File: config.mk
export PLATFORM = sky130hd
export DESIGN_NAME = adc_freq_div_gen
export DESIGN_NICKNAME = d
export VERILOG_FILES = /design/src/rtl/adc_freq_pkg.sv /design/src/rtl/adc_sel_sync.sv /design/src/rtl/adc_freq_div_gen.sv
export SDC_FILE = /design/constraint.sdc
export NUM_CORES = 1
export LEC_CHECK = 0
export CELL_PAD_IN_SITES_DETAIL_PLACEMENT = 1
export CELL_PAD_IN_SITES_GLOBAL_PLACEMENT = 1
export CORE_ASPECT_RATIO = 0.75
export CORE_UTILIZATION = 37
export DETAILED_ROUTE_END_ITERATION = 10
export GPL_TIMING_DRIVEN = 1
export MAX_ROUTING_LAYER = met4
export PLACE_DENSITY_LB_ADDON = 0.1
export REMOVE_ABC_BUFFERS = 1
export SYNTH_ARGS = -nofsm -noshare
export SYNTH_HDL_FRONTEND = slang
export SYNTH_SLANG_ARGS = --single-unit
File: constraint.sdc
create_clock -name clk_in -period 2.6 [get_ports clk_in]
set_input_delay 0.39 -clock clk_in [delete_from_list [all_inputs] [get_ports clk_in]]
set_output_delay 0.39 -clock clk_in [all_outputs]
set_load 0.05 [all_outputs]
File: src/rtl/adc_freq_pkg.sv
// Shared definitions for the ADC sample-clock divider bank: rate index type,
// bank size and the switch-boundary mask helper.
package adc_freq_pkg;

    localparam int ADC_FREQ_NUM   = 8;
    localparam int ADC_FREQ_SEL_W = 3;

    typedef logic [ADC_FREQ_SEL_W-1:0] adc_rate_t;

    // Low (m+base_shift+1) bits set: the counter bits that must all be ones for
    // both the old and the new divided clock to fall together on the next edge.
    function automatic logic [31:0] adc_boundary_mask(input adc_rate_t m, input int base_shift);
        return (32'd1 << (int'(m) + base_shift + 1)) - 32'd1;
    endfunction

endpackage

File: src/rtl/adc_sel_sync.sv
// Two-flop synchronizer for the rate-select index; synchronous active-low reset.
module adc_sel_sync
    import adc_freq_pkg::*;
(
    input  logic      clk_in,
    input  logic      rst_n_in,
    input  adc_rate_t d,
    output adc_rate_t q
);

    adc_rate_t stage1;

    always_ff @(posedge clk_in) begin
        if (!rst_n_in) begin
            stage1 <= '0;
            q      <= '0;
        end else begin
            stage1 <= d;
            q      <= stage1;
        end
    end

endmodule

File: src/rtl/adc_freq_div_gen.sv
// Power-of-two ADC sample-clock divider bank with glitch-free rate selection.
// Define ADC_FREQ_SEL_SYNC_EN to pass sel_in through a 2-flop synchronizer.
module adc_freq_div_gen
    import adc_freq_pkg::*;
#(
    parameter int BASE_SHIFT = 2,
    parameter int CNT_W      = 8 + BASE_SHIFT
) (
    input  logic                    clk_in,
    input  logic                    rst_n_in,
    input  logic [ADC_FREQ_SEL_W-1:0] sel_in,
    output logic [ADC_FREQ_NUM-1:0] clk_div_out,
    output logic                    clk_sel_out,
    output logic                    sample_stb_out,
    output logic                    sel_busy_out
);

    logic [CNT_W-1:0]        cnt;
    logic [CNT_W-1:0]        cnt_next;
    adc_rate_t               sel_src;
    adc_rate_t               sel_tgt;
    adc_rate_t               sel_act;
    adc_rate_t               sel_act_next;
    adc_rate_t               sel_max;
    logic [31:0]             cnt_ext;
    logic [31:0]             bnd_mask;
    logic                    busy;
    logic                    do_switch;
    logic [ADC_FREQ_NUM-1:0] div_next;
    logic                    clk_sel_next;

`ifdef ADC_FREQ_SEL_SYNC_EN
    adc_sel_sync u_sel_sync (
        .clk_in   (clk_in),
        .rst_n_in (rst_n_in),
        .d        (sel_in),
        .q        (sel_src)
    );
`else
    assign sel_src = sel_in;
`endif

    always_comb begin
        cnt_next  = cnt + 1'b1;
        busy      = (sel_tgt != sel_act);
        sel_max   = (sel_act > sel_tgt) ? sel_act : sel_tgt;
        bnd_mask  = adc_boundary_mask(sel_max, BASE_SHIFT);
        cnt_ext   = 32'(cnt);
        // Switch only where the slower of the two clocks falls, so neither
        // the outgoing nor the incoming clock is cut short.
        do_switch = busy && ((cnt_ext & bnd_mask) == bnd_mask);
        sel_act_next = do_switch ? sel_tgt : sel_act;

        div_next     = '0;
        clk_sel_next = 1'b0;
        for (int k = 0; k < ADC_FREQ_NUM; k++) begin
            div_next[k] = cnt_next[k+BASE_SHIFT];
            if (sel_act_next == ADC_FREQ_SEL_W'(k)) begin
                clk_sel_next = cnt_next[k+BASE_SHIFT];
            end
        end
    end

    always_ff @(posedge clk_in) begin
        if (!rst_n_in) begin
            cnt            <= '0;
            sel_tgt        <= '0;
            sel_act        <= '0;
            clk_div_out    <= '0;
            clk_sel_out    <= 1'b0;
            sample_stb_out <= 1'b0;
            sel_busy_out   <= 1'b0;
        end else begin
            cnt            <= cnt_next;
            sel_tgt        <= sel_src;
            sel_act        <= sel_act_next;
            clk_div_out    <= div_next;
            clk_sel_out    <= clk_sel_next;
            sample_stb_out <= clk_sel_next & ~clk_sel_out;
            // Registered image of (sel_tgt != sel_act) for the coming cycle.
            sel_busy_out   <= (sel_src != sel_act_next);
        end
    end

endmodule

==> results of run 1 <==
-- per-stage QoR --
step	setup TNS, ns	utilization (%)
2_1_floorplan	-0.642	-
3_3_place_gp	-0.553	50.1
3_5_place_dp	-0.566	50.1
4_1_cts	-0.409	56.3
5_1_grt	-1.05	59.4
6_report	-0.814	59.4
-- state kept, by name, indices dropped and copies added (netlist names) --
name and count:
clk_div_out 8, clk_sel_out 1, cnt 2, sample_stb_out 1
sel_act 3, sel_busy_out 1, sel_tgt 3
-- final cells by class --
cell class	count	area, um^2	share of cell area, %
tap	38	47.5	2.61
sequential	19	382	21.0
inverter	8	30.0	1.65
clock buffer	4	45.0	2.48
multi-input combinational	103	932	51.2
timing repair buffer	46	383	21.0
-- routing by layer --
layer / vias to the layer above / track usage, %
met3: 4 / 5.92
met1: 624 / 32.7
met2: 24 / 39.9
met5: - / -
met4: 0 / 4.86
li1: 582 / -
-- worst max-delay path, stage by stage (launching register included) --
cell and delay, ns:
dfxtp_2 0.35, inv_2 0.05, ha_4 0.24, and2b_4 0.18
or3_4 0.37, a21oi_2 0.13, o21a_1 0.18, o32ai_4 0.12
o21ai_2 0.19, buf_4 0.16, mux2i_1 0.19, buf_4 0.18
mux2i_1 0.23, nand3_1 0.13, a21oi_1 0.15
-- Yosys cell counts (all sizes together), types with 2 or more instances --
cell / number
and2: 7
a211oi: 2
buf: 9
and3: 3
o311ai: 2
nor3: 8
a21oi: 5
dfxtp: 19
ha: 6
o32ai: 2
or3: 2
a2111oi: 2
mux2i: 2
nand3: 6
o31ai: 5
conb: 2
nor2b: 2
xor2: 2
inv: 8
o21ai: 3
xnor2: 9
a31oi: 2
nor2: 13
nand2: 4
o21a: 2
-- how the worst min path moves through the flow --
stage                           start        endpoint  slack (ns)  cells past startpoint
after floorplan                cnt[0]          cnt[0]        0.44                      1
after CTS                 clk_sel_out  sample_stb_out        0.43                      1
after global placement    clk_sel_out  sample_stb_out        0.41                      1
after detailed placement  clk_sel_out  sample_stb_out        0.41                      1
final                     clk_sel_out  sample_stb_out        0.43                      1
after global routing      clk_sel_out  sample_stb_out        0.45                      1
-- power by group --
| group | internal [uW] | total [uW] | leakage, uW | switching [uW] |
|---|---|---|---|---|
| Combinational | 70.8 | 156 | 0.000514 | 85.0 |
| Sequential | 301 | 306 | 0.000155 | 5.73 |
| Clock | 109 | 209 | 0.0000228 | 100 |
| Total | 480 | 671 | 0.000692 | 191 |
-- cell families (layout without fill, tap and decap cells) --
| logic type | Yosys count | count (layout) | synth area share (%) |
|---|---|---|---|
| other | 2 | 2 | 0.609 |
| adders and majority gates | 6 | 6 | 6.09 |
| and+or+nand+nor | 50 | 50 | 22.1 |
| muxes | 2 | 2 | 1.62 |
| buffers and inverters | 18 | 58 | 8.02 |
| AOI/OAI and AO/OA | 32 | 32 | 22.8 |
| xor gates and xnor gates | 11 | 11 | 7.82 |
| DFF | 19 | 19 | 30.9 |
-- what timing repair did --
item                       4_1_cts  5_1_grt
resized for setup               19       10
pin swaps                        8       10
buffers inserted                 4        4
setup endpoints to repair        3        4
==> summary.txt, run 1 <==
outcome: finished with violations
violated checks: setup timing
Synth warnings: 0
Crit. Startpoint: sel_tgt[1]
CTS Root Cell: clkbuf_8
Vias: 1,234
vias per cell: 5.66
reg2reg setup slack: -0.32 ns
number of synthesized flops with an enable pin: 0
first-pass GRT wire length: 6.23 mm
Clock Path Buffers: 2
Leak: 0.000692 uW
Placed Instances: 206
WL met1: 2.20 mm
pre-CTS WS: -0.252 ns
worst reg2reg path endpoint: sample_stb_out
CTS clock-pin slew for the worst setup and hold paths: 0.07 ns
top sig layer: met4
core area: 0.00306 mm^2
post-layout minimum cycle time: 2.92 ns
grt total ovfl: 0
area growth from synthesis to layout: 47.6%
Peak Freq: 0.343 GHz
initial antenna violation count: 0
Hold Violations, Final: 0
vias in the first global route: 1,202
total of max-cap violations: 0
post-route cell area: 0.00182 mm^2
Worst Setup EP: sample_stb_out
Final Cycle Share: 112%
Clk Latency, worst-skew pair: 0.26 ns
Cells after Synth: 140
most common cell after layout, fill and taps aside: buf_4
Slew @ Worst Pin: 0.523 ns
drt drc: 0
die area: 0.00357 mm^2
Slew headroom: 65.0%
final wirelength: 4.52 mm
Die Y: 52.0 um
setup violators final: 3
critical path startpoint category: register
largest area contributor in the netlist: dfxtp_1
metal3 WL: 124 um
RSZ-0062 raised after global routing: yes
syn_area_per_cell: 8.80 um^2
most used flip-flop cell after synthesis: dfxtp_1
Yosys cell types: 50
R2R cell count: 14
Hold Crit Class: register to register
IO Count: 16
nets@finish: 192
Post-Syn Area: 0.00123 mm^2
Starting Density: 40.2%
crit-path max FO: 5
clk_skew: 0.00175 ns
CTS tree: built
total track usage: 25.2%
chip width: 68.6 um
RePlAce Congestion: 0.933
PwrDens: 369 mW/mm^2
Fillers: 363
routed len/inst: 20.7 um
final non-filler cell total: 218
top cells by area, synth: dfxtp_1 31%, xnor2_1 6.4%, ha_1 6.1%, buf_4 4.9%, nor2_1 4.0%
1st-pass router iterations: 4
Post-synth ARST share: 0%
post-DP HPWL: 2.80 mm
# rows: 17
CTS buffer count: 3
fraction of layout instances using a drive strength above 1: 35.6%
placed inst area: 0.00153 mm^2
WP data arrival: 3.11 ns
largest net degree at the start of global routing: 11
ANT cells: 0
setup ws final: -0.318 ns
Crit Path Class: register to register
Post-CTS Hold Buffers: 0
crit end category: register
post-synth top area share: 30.9%
commonest cells after routing, fill and taps aside: 31 x buf_4, 18 x dfxtp_1, 15 x clkdlybuf4s50_1, 13 x nor2_1, 9 x xnor2_1
IO buf count: 15
H-Tree Depth: 1
#FFs+latches synth: 19
met2 routed WL: 2.14 mm
number of DRC markers in iteration 0: 65
total power: 671 uW
Final Max Tran Viols: 0
Final ANT Viol Nets: 0
reg2reg start: sel_tgt[1]
post-synthesis sequential area ratio: 30.9%
hold_ws: 0.429 ns
# clock sinks: 19
maximum vdd drop: 0.209 mV
critical path required time: 2.79 ns
Power figures use the tool's default switching activity.
==> run 2, diff against run 1 <==
- CORE_UTILIZATION: 37 -> 41
- clock period: 2.6 -> 3.25 ns (I/O delays scaled with it)
==> run 2 against run 1 <==
The run now ends clean. Final cell count down 14%. First-iteration DRC count down 58%. Via count down 14%. Register-to-register slack better by 0.49 ns. Utilization down 5.8 points. Non-clock buffer count down 28. Final area down 20%. Sequential share of layout area up 5.2 points. Critical path depth down 2. Highest routed layer unchanged.
==> summary.txt, run 2 (synthesis results as in run 1) <==
outcome: finished clean
Fillers: 326 (-10%)
Peak Freq: 0.325 GHz (-5.3%)
total track usage: 22.9% (-2.3 points)
routed len/inst: 17.2 um (-17%)
core area: 0.00272 mm^2 (-11%)
Leak: 0.000527 uW (-24%)
Final Max Tran Viols: 0 (unchanged)
Post-CTS Setup Repair Bufs: 0 (-4)
nets@finish: 164 (-15%)
area growth from synthesis to layout: 18.4%
hold_ws: 0.416 ns (-0.0130 ns)
crit-path max FO: 7 (+2)
Final ANT Viol Nets: 0 (unchanged)
R2R cell count: 12 (-2)
CTS tree: built
die area: 0.00323 mm^2 (-9.4%)
grt total ovfl: 0 (unchanged)
Starting Density: 45.3% (+5.0 points)
post-DP HPWL: 2.46 mm (-12%)
WP data arrival: 3.27 ns (+0.16 ns)
crit-path cells: inv_1, ha_1, and2b_4, or3_4, a21oi_1, o21a_1, o32ai_2, and2_1, a22o_1, a2111oi_1, o32ai_1, a21oi_1
Slew @ Worst Pin: 0.499 ns (-0.0239 ns)
Switch Pwr: 132 uW (-31%)
WP buf/inv: 1 (-2)
drt drc: 0 (unchanged)
hold_sp: clk_sel_out
largest net degree at the start of global routing: 16 (+5)
Flop pwr share: 50.6% (+5.0 points)
Crit. Startpoint: sel_tgt[1]
final setup TNS: 0 ns (+0.814 ns)
sw frac: 26.8% (-1.6 points)
total of max-cap violations: 0 (unchanged)
PwrDens: 338 mW/mm^2 (-8.4%)
IO buf count: 15 (unchanged)
setup ws final: 0.170 ns (+0.488 ns)
H-Tree Depth: 1 (unchanged)
# resized after CTS: 0 (-19)
first-pass GRT wire length: 5.28 mm (-15%)
CTS buffer count: 3 (unchanged)
# rows: 16 (-1)
reg2reg start: sel_tgt[1]
Vias: 1,065 (-14%)
number of DRC markers in iteration 0: 27 (-58%)
vias per cell: 5.66 (about the same)
clock power share: 33.3% (+2.1 points)
Final Cycle Share: 94.8% (-17 points)
Hold Path Cell Cnt: 1 (unchanged)
1st-pass router iterations: 4 (unchanged)
critical path required time: 3.44 ns (+0.65 ns)
max reg flops: 8 (unchanged)
Largest regs: clk_div_out (8), sel_act (3), sel_tgt (3)
crit end category: register
chip width: 65.3 um (-4.9%)
critical path startpoint category: register
Slew headroom: 66.6% (+1.6 points)
Largest delay share family, worst path: compound AO/OA/AOI/OAI gates
Clock Path Buffers: 2 (unchanged)
pre-CTS WS: 0.111 ns (+0.362 ns)
CP most frequent cell: a21oi_1
most flop-heavy register: clk_div_out
Comb power frac: 16.1% (-7.1 points)
post-layout minimum cycle time: 3.08 ns (+0.162 ns)
final wirelength: 3.24 mm (-28%)
ANT cells: 0 (unchanged)
Hold Crit Class: register to register
slowest library cell on the worst path: dfxtp_2
fraction of layout instances using a drive strength above 1: 15.1% (-20 points)
clk_skew: 0.00266 ns (+0.000905 ns)
CTS clock-pin slew for the worst setup and hold paths: 0.07 ns (about the same)
initial antenna violation count: 0 (unchanged)
most common cell after layout, fill and taps aside: dfxtp_1
Crit Path Class: register to register
P_int: 361 uW (-25%)
CTS Root Cell: clkbuf_8
Clk Latency, worst-skew pair: 0.26 ns (about the same)
commonest cells after routing, fill and taps aside: 18 x dfxtp_1, 15 x clkdlybuf4s50_1, 13 x nor2_1, 9 x xnor2_1, 8 x inv_1
# clock sinks: 19 (unchanged)
Largest stage delay, worst path: 0.40 ns (+0.03 ns)
Die Y: 49.5 um (-4.8%)
Post-CTS Hold Buffers: 0 (unchanged)
setup violators final: 0 (-3)
RePlAce Congestion: 0.914 (-2.1%)
IO Count: 16 (unchanged)
vias in the first global route: 1,036 (-14%)
maximum vdd drop: 0.260 mV (+24%)
Hold Violations, Final: 0 (unchanged)
WP depth: 12 (-2)
==> run 2: worst register-to-register path: stages (launching register included) <==
cell       delay [ns]
dfxtp_2          0.40
inv_1            0.11
ha_1             0.35
and2b_4          0.20
or3_4            0.34
a21oi_1          0.16
o21a_1           0.20
o32ai_2          0.13
and2_1           0.20
a22o_1           0.24
a2111oi_1        0.36
o32ai_1          0.17
a21oi_1          0.16
==> run 2: area by class of cell <==
cell class | count | area (um^2) | area share [%]
Clock buffer | 4 | 45.0 | 3.09
Inverter | 8 | 30.0 | 2.06
Multi-Input combinational cell | 103 | 785 | 53.8
Sequential cell | 19 | 382 | 26.2
Tap cell | 36 | 45.0 | 3.09
Timing Repair Buffer | 18 | 173 | 11.8
==> run 2: metrics by stage <==
| step | power (uW) | util [%] | instance area, um^2 | cells |
|---|---|---|---|---|
| 2_1_floorplan | 305 | - | 1160 | 130 |
| 3_3_place_gp | 327 | 50.7 | 1380 | 184 |
| 3_5_place_dp | 329 | 50.7 | 1380 | 184 |
| 4_1_cts | 490 | 52.4 | 1430 | 188 |
| 5_1_grt | 518 | 53.6 | 1460 | 188 |
| 6_report | 493 | 53.6 | 1460 | 188 |
==> run 2: power by group through the flow <==
stage | clock (uW) | sequential, uW | combinational, uW
2_1_floorplan | 0 | 264 | 40.9
3_3_place_gp | 0 | 254 | 73.0
3_5_place_dp | 0 | 254 | 74.2
4_1_cts | 166 | 249 | 74.6
5_1_grt | 180 | 251 | 86.9
6_report | 164 | 250 | 79.5
==> run 2: worst paths after layout <==
path | slack [ns] | to
worst max register to register | 0.17 | sample_stb_out
worst max-delay path | 0.17 | sample_stb_out
worst min register to register | 0.42 | sample_stb_out
worst min-delay path | 0.42 | sample_stb_out
==> run 2: routing by layer <==
metal	GRT usage [%]	part of all wire (%)	wire length, um	up-vias
met5	-	0	0	-
met3	5.79	3.8	124	4
met4	4.35	0.56	18	0
met2	34.4	44	1410	24
li1	-	-	-	524
met1	31.1	52	1690	513
==> run 3, diff against run 2 <==
- SLEW_MARGIN: not set -> 10
==> results of run 3 <==
The final DEF is identical to that of run 2; final timing and power are the same.
